### config.mk
export PLATFORM = sky130hd
export DESIGN_NAME = uart_modport
export DESIGN_NICKNAME = d
export VERILOG_FILES = /design/src/rtl/uart_modport.sv
export SDC_FILE = /design/constraint.sdc
export NUM_CORES = 1
export LEC_CHECK = 0
export CAP_MARGIN = 20
export CORE_MARGIN = 4
export CORE_UTILIZATION = 35
export CTS_CLUSTER_DIAMETER = 120
export DETAILED_ROUTE_END_ITERATION = 8
export GPL_TIMING_DRIVEN = 0
export SYNTH_ARGS = -nofsm -noshare
export SYNTH_HDL_FRONTEND = slang
export SYNTH_SLANG_ARGS = --single-unit
### constraint.sdc
create_clock -name pclk -period 9.55 [get_ports pclk]
set_input_delay 1.91 -clock pclk [delete_from_list [all_inputs] [get_ports pclk]]
set_output_delay 1.91 -clock pclk [all_outputs]
set_load 0.02 [all_outputs]
### src/rtl/uart_modport.sv
// APB-attached 8N1 UART with small TX/RX FIFOs, programmable baud divisor
// and a single level interrupt.
module uart_modport #(
    parameter int          FIFO_DEPTH = 4,
    parameter logic [15:0] DIV_RESET  = 16'd15
) (
    input  logic        pclk,
    input  logic        presetn,
    input  logic [31:0] paddr,
    input  logic        psel,
    input  logic        penable,
    input  logic        pwrite,
    input  logic [31:0] pwdata,
    output logic [31:0] prdata,
    output logic        uart_int,
    output logic        txd,
    input  logic        rxd
);

    localparam int AW = $clog2(FIFO_DEPTH);
    localparam logic [AW:0] FULL_CNT = (AW+1)'(FIFO_DEPTH);

    typedef enum logic [1:0] {
        S_IDLE,
        S_START,
        S_DATA,
        S_STOP
    } uart_st_e;

    logic [7:0]  addr;
    logic        wr_en, rd_en;
    logic        sel_data, sel_stat, sel_ctrl, sel_baud;
    logic [4:0]  ctrl;
    logic [15:0] div;
    logic        rx_overrun, frame_err;
    logic        unused_bits;

    assign addr     = paddr[7:0];
    assign wr_en    = psel & penable & pwrite;
    assign rd_en    = psel & penable & ~pwrite;
    assign sel_data = (addr == 8'h00);
    assign sel_stat = (addr == 8'h04);
    assign sel_ctrl = (addr == 8'h08);
    assign sel_baud = (addr == 8'h0C);

    assign unused_bits = ^{paddr[31:8], pwdata[31:16]};

    // ---------------- TX FIFO ----------------
    logic [7:0]    tx_mem [FIFO_DEPTH];
    logic [AW-1:0] tx_wp, tx_rp;
    logic [AW:0]   tx_cnt;
    logic          tx_full, tx_empty, tx_push, tx_pop, tx_busy;

    uart_st_e    tx_st, tx_st_n;
    logic [15:0] tx_bc, tx_bc_n;
    logic [2:0]  tx_idx, tx_idx_n;
    logic [7:0]  tx_sh, tx_sh_n;
    logic        tx_bit_done;

    assign tx_full     = (tx_cnt == FULL_CNT);
    assign tx_empty    = (tx_cnt == '0);
    assign tx_busy     = (tx_st != S_IDLE);
    assign tx_bit_done = (tx_bc == div);

    // Popping at the last stop-bit cycle chains frames with no idle gap.
    assign tx_pop  = ctrl[0] & ~tx_empty &
                     ((tx_st == S_IDLE) | ((tx_st == S_STOP) & tx_bit_done));
    assign tx_push = wr_en & sel_data & (~tx_full | tx_pop);

    always_ff @(posedge pclk) begin
        if (tx_push)
            tx_mem[tx_wp] <= pwdata[7:0];
    end

    always_ff @(posedge pclk or negedge presetn) begin
        if (!presetn) begin
            tx_wp  <= '0;
            tx_rp  <= '0;
            tx_cnt <= '0;
        end else begin
            if (tx_push)
                tx_wp <= tx_wp + 1'b1;
            if (tx_pop)
                tx_rp <= tx_rp + 1'b1;
            if (tx_push & ~tx_pop)
                tx_cnt <= tx_cnt + 1'b1;
            else if (~tx_push & tx_pop)
                tx_cnt <= tx_cnt - 1'b1;
        end
    end

    // ---------------- TX FSM ----------------
    always_ff @(posedge pclk or negedge presetn) begin
        if (!presetn) begin
            tx_st  <= S_IDLE;
            tx_bc  <= '0;
            tx_idx <= '0;
            tx_sh  <= '0;
        end else begin
            tx_st  <= tx_st_n;
            tx_bc  <= tx_bc_n;
            tx_idx <= tx_idx_n;
            tx_sh  <= tx_sh_n;
        end
    end

    always_comb begin
        tx_st_n  = tx_st;
        tx_bc_n  = tx_bc;
        tx_idx_n = tx_idx;
        tx_sh_n  = tx_sh;
        unique case (tx_st)
            S_IDLE: begin
                if (tx_pop) begin
                    tx_st_n = S_START;
                    tx_bc_n = '0;
                    tx_sh_n = tx_mem[tx_rp];
                end
            end
            S_START: begin
                if (tx_bit_done) begin
                    tx_st_n  = S_DATA;
                    tx_bc_n  = '0;
                    tx_idx_n = '0;
                end else begin
                    tx_bc_n = tx_bc + 16'd1;
                end
            end
            S_DATA: begin
                if (tx_bit_done) begin
                    tx_bc_n = '0;
                    tx_sh_n = {1'b1, tx_sh[7:1]};
                    if (tx_idx == 3'd7)
                        tx_st_n = S_STOP;
                    else
                        tx_idx_n = tx_idx + 3'd1;
                end else begin
                    tx_bc_n = tx_bc + 16'd1;
                end
            end
            S_STOP: begin
                if (tx_bit_done) begin
                    tx_bc_n = '0;
                    if (tx_pop) begin
                        tx_st_n = S_START;
                        tx_sh_n = tx_mem[tx_rp];
                    end else begin
                        tx_st_n = S_IDLE;
                    end
                end else begin
                    tx_bc_n = tx_bc + 16'd1;
                end
            end
            default: tx_st_n = S_IDLE;
        endcase
    end

    assign txd = (tx_st == S_START) ? 1'b0 :
                 (tx_st == S_DATA)  ? tx_sh[0] : 1'b1;

    // ---------------- RX synchronizer ----------------
    logic rx_s1, rx_s2, rx_prev;

    always_ff @(posedge pclk or negedge presetn) begin
        if (!presetn) begin
            rx_s1   <= 1'b1;
            rx_s2   <= 1'b1;
            rx_prev <= 1'b1;
        end else begin
            rx_s1   <= rxd;
            rx_s2   <= rx_s1;
            rx_prev <= rx_s2;
        end
    end

    // ---------------- RX FIFO ----------------
    logic [7:0]    rx_mem [FIFO_DEPTH];
    logic [AW-1:0] rx_wp, rx_rp;
    logic [AW:0]   rx_cnt;
    logic          rx_full, rx_valid, rx_push, rx_pop;
    logic          rx_ok, rx_ferr, rx_ovr_set;
    logic [7:0]    rx_head;

    uart_st_e    rx_st, rx_st_n;
    logic [15:0] rx_bc, rx_bc_n;
    logic [2:0]  rx_idx, rx_idx_n;
    logic [7:0]  rx_sh, rx_sh_n;
    logic [16:0] div_p1;
    logic [15:0] half;
    logic        rx_bit_done;

    assign rx_full     = (rx_cnt == FULL_CNT);
    assign rx_valid    = (rx_cnt != '0);
    assign rx_head     = rx_mem[rx_rp];
    assign rx_pop      = rd_en & sel_data & rx_valid;
    assign rx_push     = rx_ok & (~rx_full | rx_pop);
    assign rx_ovr_set  = rx_ok & rx_full & ~rx_pop;
    assign div_p1      = {1'b0, div} + 17'd1;
    assign half        = div_p1[16:1];
    assign rx_bit_done = (rx_bc == div);

    always_ff @(posedge pclk) begin
        if (rx_push)
            rx_mem[rx_wp] <= rx_sh;
    end

    always_ff @(posedge pclk or negedge presetn) begin
        if (!presetn) begin
            rx_wp  <= '0;
            rx_rp  <= '0;
            rx_cnt <= '0;
        end else begin
            if (rx_push)
                rx_wp <= rx_wp + 1'b1;
            if (rx_pop)
                rx_rp <= rx_rp + 1'b1;
            if (rx_push & ~rx_pop)
                rx_cnt <= rx_cnt + 1'b1;
            else if (~rx_push & rx_pop)
                rx_cnt <= rx_cnt - 1'b1;
        end
    end

    // ---------------- RX FSM ----------------
    always_ff @(posedge pclk or negedge presetn) begin
        if (!presetn) begin
            rx_st  <= S_IDLE;
            rx_bc  <= '0;
            rx_idx <= '0;
            rx_sh  <= '0;
        end else begin
            rx_st  <= rx_st_n;
            rx_bc  <= rx_bc_n;
            rx_idx <= rx_idx_n;
            rx_sh  <= rx_sh_n;
        end
    end

    // rx_bc in START counts cycles since the edge-detect cycle, so a
    // half-period of zero confirms the start bit on the edge itself.
    always_comb begin
        rx_st_n  = rx_st;
        rx_bc_n  = rx_bc;
        rx_idx_n = rx_idx;
        rx_sh_n  = rx_sh;
        rx_ok    = 1'b0;
        rx_ferr  = 1'b0;
        unique case (rx_st)
            S_IDLE: begin
                if (ctrl[1] & rx_prev & ~rx_s2) begin
                    if (half == '0) begin
                        rx_st_n  = S_DATA;
                        rx_bc_n  = '0;
                        rx_idx_n = '0;
                    end else begin
                        rx_st_n = S_START;
                        rx_bc_n = 16'd1;
                    end
                end
            end
            S_START: begin
                if (rx_bc == half) begin
                    rx_bc_n  = '0;
                    rx_idx_n = '0;
                    rx_st_n  = rx_s2 ? S_IDLE : S_DATA;
                end else begin
                    rx_bc_n = rx_bc + 16'd1;
                end
            end
            S_DATA: begin
                if (rx_bit_done) begin
                    rx_bc_n = '0;
                    rx_sh_n = {rx_s2, rx_sh[7:1]};
                    if (rx_idx == 3'd7)
                        rx_st_n = S_STOP;
                    else
                        rx_idx_n = rx_idx + 3'd1;
                end else begin
                    rx_bc_n = rx_bc + 16'd1;
                end
            end
            S_STOP: begin
                if (rx_bit_done) begin
                    rx_bc_n = '0;
                    rx_st_n = S_IDLE;
                    rx_ok   = rx_s2;
                    rx_ferr = ~rx_s2;
                end else begin
                    rx_bc_n = rx_bc + 16'd1;
                end
            end
            default: rx_st_n = S_IDLE;
        endcase
    end

    // ---------------- Registers ----------------
    always_ff @(posedge pclk or negedge presetn) begin
        if (!presetn) begin
            ctrl       <= '0;
            div        <= DIV_RESET;
            rx_overrun <= 1'b0;
            frame_err  <= 1'b0;
            uart_int   <= 1'b0;
        end else begin
            if (wr_en & sel_ctrl)
                ctrl <= pwdata[4:0];
            if (wr_en & sel_baud)
                div <= pwdata[15:0];
            rx_overrun <= (rx_overrun & ~(wr_en & sel_stat & pwdata[5]))
                          | rx_ovr_set;
            frame_err  <= (frame_err & ~(wr_en & sel_stat & pwdata[6]))
                          | rx_ferr;
            uart_int   <= (ctrl[2] & rx_valid)
                          | (ctrl[3] & tx_empty & ~tx_busy)
                          | (ctrl[4] & (rx_overrun | frame_err));
        end
    end

    always_comb begin
        prdata = '0;
        if (psel & ~pwrite) begin
            unique case (1'b1)
                sel_data: prdata = rx_valid ? {24'b0, rx_head} : 32'b0;
                sel_stat: prdata = {25'b0, frame_err, rx_overrun, tx_busy,
                                    rx_full, rx_valid, tx_empty, tx_full};
                sel_ctrl: prdata = {27'b0, ctrl};
                sel_baud: prdata = {16'b0, div};
                default:  prdata = '0;
            endcase
        end
    end

endmodule

# After elaboration in Yosys (flattened, before gate mapping)
# Memories as Yosys holds them, arrays and structs flattened.
# Index checks and enable logic that the tools add are counted.
# W data, S select, Z words.
dict set report op_classes {
  n_bitwise 51
  reduce_logical 20
  eq_ne 29
  muxes 54
  addsub 13
}
# cell count
set ops {}
lappend ops {{$mux W16} 6}
lappend ops {{$pmux W16 S4} 1}
lappend ops {{$eq A16 B16 Y1} 3}
lappend ops {{$pmux W16 S3} 1}
lappend ops {{$mux W3} 12}
lappend ops {{$add A16 B1 Y16 const B} 2}
lappend ops {{$mux W8} 4}
lappend ops {{$pmux W16 S2} 1}
lappend ops {{$and A1 B1 Y1} 31}
lappend ops {{$ne A2 B2 Y1 const B} 13}
lappend ops {{$mux W2} 12}
lappend ops {{$pmux W8 S3} 1}
lappend ops {{$add A16 B1 Y17 const B} 1}
lappend ops {{$eq A8 B4 Y1 const B} 2}
lappend ops {{$logic_not A16 Y1} 1}
lappend ops {{$pmux W2 S4} 2}
lappend ops {{$add A3 B1 Y3 const B} 4}
lappend ops {{$eq A3 B3 Y1 const B} 4}
lappend ops {{$mux W1} 12}
lappend ops {{$not A1 Y1} 12}
lappend ops {{$reduce_and A5 Y1} 2}
lappend ops {{$pmux W3 S3} 1}
lappend ops {{$reduce_bool A3 Y1} 3}
lappend ops {{$add A2 B1 Y2 const B} 4}
lappend ops {{16 further kinds} 32}
dict set report word_totals {
  in_bits 70
  ramBits 64
  ff_bits 99
  word_cells 191
  mem_count 2
}
# memory words width read_ports rd_ports_with_merged_regs wr line_no
set mem_list {}
lappend mem_list {rx_mem 4 8 1 0 1 177} ;# logic [7:0] rx_mem [FIFO_DEPTH];
lappend mem_list {tx_mem 4 8 1 0 1 49} ;# logic [7:0] tx_mem [FIFO_DEPTH];

# Depth between registers and ports, before layout
# Gate-level depths: netlist of run 1.
dict set report depth {
  depth_word 10
  mapped_depth 14
  ltp_nobuf 13
}

# Least setup slack after synthesis of run 1
# OpenSTA, ideal clock, no wires.
dict set report synth_path {
  path_type {input-to-output}
  start {in paddr[7]}
  end {out prdata[7]}
  stages 7
  n_path_buf 1
  required_ns 7.640
  path_slack_ns 4.397
  arrival_time_ns 3.243
  path_cell_list {nor2_1 -> nand3_1 -> nor3_1 -> and2_1 -> clkbuf_1 -> nand2_1 -> a21oi_1}
}
dict set report synth_via {
  elab_chain_cells 3
  word_cells_on_any_way 6
}
# element line_no
set synth_rtl {}
lappend synth_rtl {{from (decl)} 9} ;# input logic [31:0] paddr,
lappend synth_rtl {{$eq A8 B4 Y1 (tied with other cells)} 44} ;# assign sel_baud = (addr == 8'h0C);
lappend synth_rtl {{$pmux W16 S4 (*)} 322} ;# unique case (1'b1)
lappend synth_rtl {{$mux W16 (*)} 321} ;# if (psel & ~pwrite) begin
lappend synth_rtl {{to (decl)} 14} ;# output logic [31:0] prdata,
# Every way passes the cells marked *; elsewhere a longest branch is shown, timed or not.

# Worst setup path after layout of run 1
# Ends and elaborated chain as after synthesis.

==> reports/qor.yml, run 1 <==
r2r_cells: 14
first_iter_violations: 309
cts.sinks: 163
finalNonFillerCells: 1246
ys_types: 71
chipWidth_um: 167.8
wirelength_um: 20180
chipHeight_um: 167.8
viasPerCell: 5.058
synth_edf_count: 64
hpwlAfterDp_um: 14630
num_antenna_cells: 0
grt_pass1_wl_um: 33260
startpoint_type: "input pin"
worstMarginPinSlew_ns: 0.8403
clk_path_buf_depth: 2
hold_violations: 0
syn_inst: 822
drive_above_1_share_pct: 15.50
postCtsSetupBuffers: 0
synth_common_cells: "dfrtp_1, nand2_1, edfxtp_1"
wl_per_cell_um: 16.19
arrival_ns: 4.52
period_share_pct: 67.30
whs_ns: 0.3602
p_leak_nw: 4.100
hold_depth: 0
ys_warn_count: 0
yosysTopAreaCell: "dfrtp_1"
drc_errors: 0
cts-htree-levels: 4
dpl.cell_count: 1213
pre_cts_ws_ns: 2.920
nets: 997
p_clk_share_pct: 35.8
ys_seq_area_share_pct: 49.35
grt_pass1_vias: 6149
firstDrtPassIters: 5
globalplace.congestion: 0.8553
holdPathEnd: "rx_s2"
holdCritPathClass: "reg -> reg"
max_slew_margin_pct: 43.72
setup_ws_ns: 3.123
yosys-top-cells-area: "dfrtp_1, edfxtp_1, xnor2_1"
area_delta_synth_final_pct: 17.51
power_density_nw_per_um2: 187.0
fin_worst_skew_ns: 0.01072
outcome: "complete, no violations"
tritoncts: "built"
start_util_pct: 35.57
end_kind: "output pin"
grt_max_degree: 67
critPathLaunch: "paddr[7]"
ys.flop_type: "dfrtp_1"
antenna_found_initial: 0
p_seq_share_pct: 42.0
power.switching_w: 0.0006133
ios: 104
timing.fmax_mhz: 155.6
globalRouteOverflowTotal: 0
cts-resized-gates: 0
p_comb_share_pct: 22.3
reg2reg_setup_slack_ns: 5.58
clkTransAtPathRegs_ns: 0.06
hold_start: "rx_s1"
timing.rr.start: "div[0]"
grtUsageTotal_pct: 14.67
drv_cap: 0
synth.most_common_cell: "dfrtp_1"
num_vias: 6302
cts_buffers: 17
syn_avg_cell_area_um2: 10.87
rows: 58
finalSetupTns_ns: 0
peakVddDrop_mv: 0.08883
core_um2: 25110
critPathMaxFanout: 10
cp.required_ns: 7.64
drv_slew: 0
cts_hold_buf: 0
rsz0062_at_grt: "false"
final_core_util_pct: 41.80
ant_nets: 0
setup_viol: 0
ys_seq_elements: 163
yosysTopAreaCellShare_pct: 25.77
async_flop_share_pct: 60.74
min_period_ns: 6.427
path_class: "in -> out"
fp.dieArea_um2: 28140
syn_area_um2: 8932
power.internal_w: 0.001349
insertion_delay_ns: 0.43
cts_root_buffer: "clkbuf_16"
worstReg2RegEnd: "rx_cnt[2]"
swShare_pct: 31.25
io_buffers: 45
[registers in the layout, summed over array words and instances (netlist names), 5 cells and up]
name	count
rx_mem	32
rx_bc	16
div	16
tx_bc	16
ctrl	5
tx_sh	8
tx_mem	32
rx_sh	8
[how the worst max path moves through the flow]
| stage | end |
|---|---|
| 6_report | prdata[7] |
| 5_1_grt | prdata[7] |
| 4_1_cts | prdata[15] |
| 3_5_place_dp | prdata[15] |
| 3_3_place_gp | div[10] |
| 2_1_floorplan | prdata[7] |
[critical path: stages]
cell	delay (ns)
clkdlybuf4s50_1	0.40
nor2_1	0.13
nand3_1	0.22
nor3_1	0.32
and2_1	0.17
clkbuf_1	0.36
nand2_1	0.09
a21oi_1	0.25
clkdlybuf4s50_1	0.66
[cell families after synthesis]
| family | count (synthesis) | share of synthesized area (%) |
|---|---|---|
| and+or+nand+nor | 261 | 15.32 |
| DFF | 163 | 49.35 |
| AOI/OAI and AO/OA | 153 | 10.81 |
| buffers and inverters | 99 | 5.547 |
| xor gates and xnor gates | 62 | 6.079 |
| muxes | 59 | 9.315 |
| adders and majority gates | 24 | 3.530 |
| other | 1 | 0.04198 |
[layer usage]
metal / wire (um) / share of wire, % / global-route usage (%)
met4: 234 / 1.2 / 3.881
met5: 0 / 0 / 0
met3: 597 / 3.0 / 2.384
met1: 9438 / 47 / 19.72
met2: 9908 / 49 / 24.74
[layout make-up]
cell class / instances / area, um^2
flip-flops and latches: 163 / 4408
inverters: 25 / 93.84
repair buffers: 47 / 483.0
clock buffers: 19 / 452.9
well taps: 330 / 412.9
plain buffers: 74 / 401.6
fillers: 2453 / 14610
clock inverters: 13 / 158.9
multi-input cells: 575 / 4085
[cells in the final DEF, fill, tap and decap left out, types with 7 or more instances in the layout]
cell	netlist	routed
nor3_1	10	10
nand4_1	14	14
buf_2	12	12
conb_1	1	16
nand2_1	70	70
dfstp_2	7	7
mux4_2	16	16
nand2b_1	13	13
xnor2_1	49	49
nor2_1	48	48
nand3_1	25	25
and3_1	16	16
edfxtp_1	64	64
a31oi_1	7	7
clkdlybuf4s50_1	0	44
xor2_1	13	13
o21ai_0	59	59
mux2i_1	13	13
mux2_2	29	29
ha_1	22	22
a22o_1	9	9
clkbuf_16	0	17
buf_4	17	18
inv_1	24	24
and2_1	21	21
clkbuf_1	34	34
a21oi_1	30	30
dfrtp_1	92	92
[power by group through the flow]
stage | Clock, W | Sequential, W | Combinational (W)
CTS | 0.000714 | 0.000823 | 0.000441
global placement | 0 | 0.000835 | 0.000431
finish | 0.000702 | 0.000824 | 0.000437
global route | 0.000750 | 0.000831 | 0.000494
floorplan | 0 | 0.000825 | 0.000327
detailed placement | 0 | 0.000836 | 0.000439
[metrics by stage]
stage          area, um^2  power, W
2_1_floorplan        8989  0.001152
3_3_place_gp         9852  0.001266
3_5_place_dp         9877  0.001275
4_1_cts             10490  0.001978
5_1_grt             10500  0.002075
6_report            10500  0.001963
Note: power is estimated with default switching activity, not from simulation.
==> run 2: changes to the inputs <==
Clock period 9.55 ns to 5.73 ns, I/O delays scaled along.
==> results of run 2 <==
Same layout as run 1 (identical final DEF). Status: complete, no violations.
Among the figures that moved: setup slack after placement 2.920 ns -> 0.6276 ns; setup slack after layout 3.123 ns -> 0.8310 ns; register-to-register setup slack 5.58 ns -> 1.76 ns; total power 0.001963 W -> 0.003271 W; worst IR drop on VDD 0.08883 mV -> 0.1480 mV
==> run 3: changes to the inputs <==
Settings changed: HOLD_SLACK_MARGIN set to 0.12.
Clock period 5.73 ns to 5.2 ns, I/O delays scaled along.
==> results of run 3 <==
Same layout as run 1 (identical final DEF). Status: complete, no violations.
Among the figures that moved: setup slack after placement 2.920 ns -> 0.3096 ns; setup slack after layout 3.123 ns -> 0.5130 ns; register-to-register setup slack 5.58 ns -> 1.23 ns; total power 0.001963 W -> 0.003604 W; worst IR drop on VDD 0.08883 mV -> 0.1631 mV
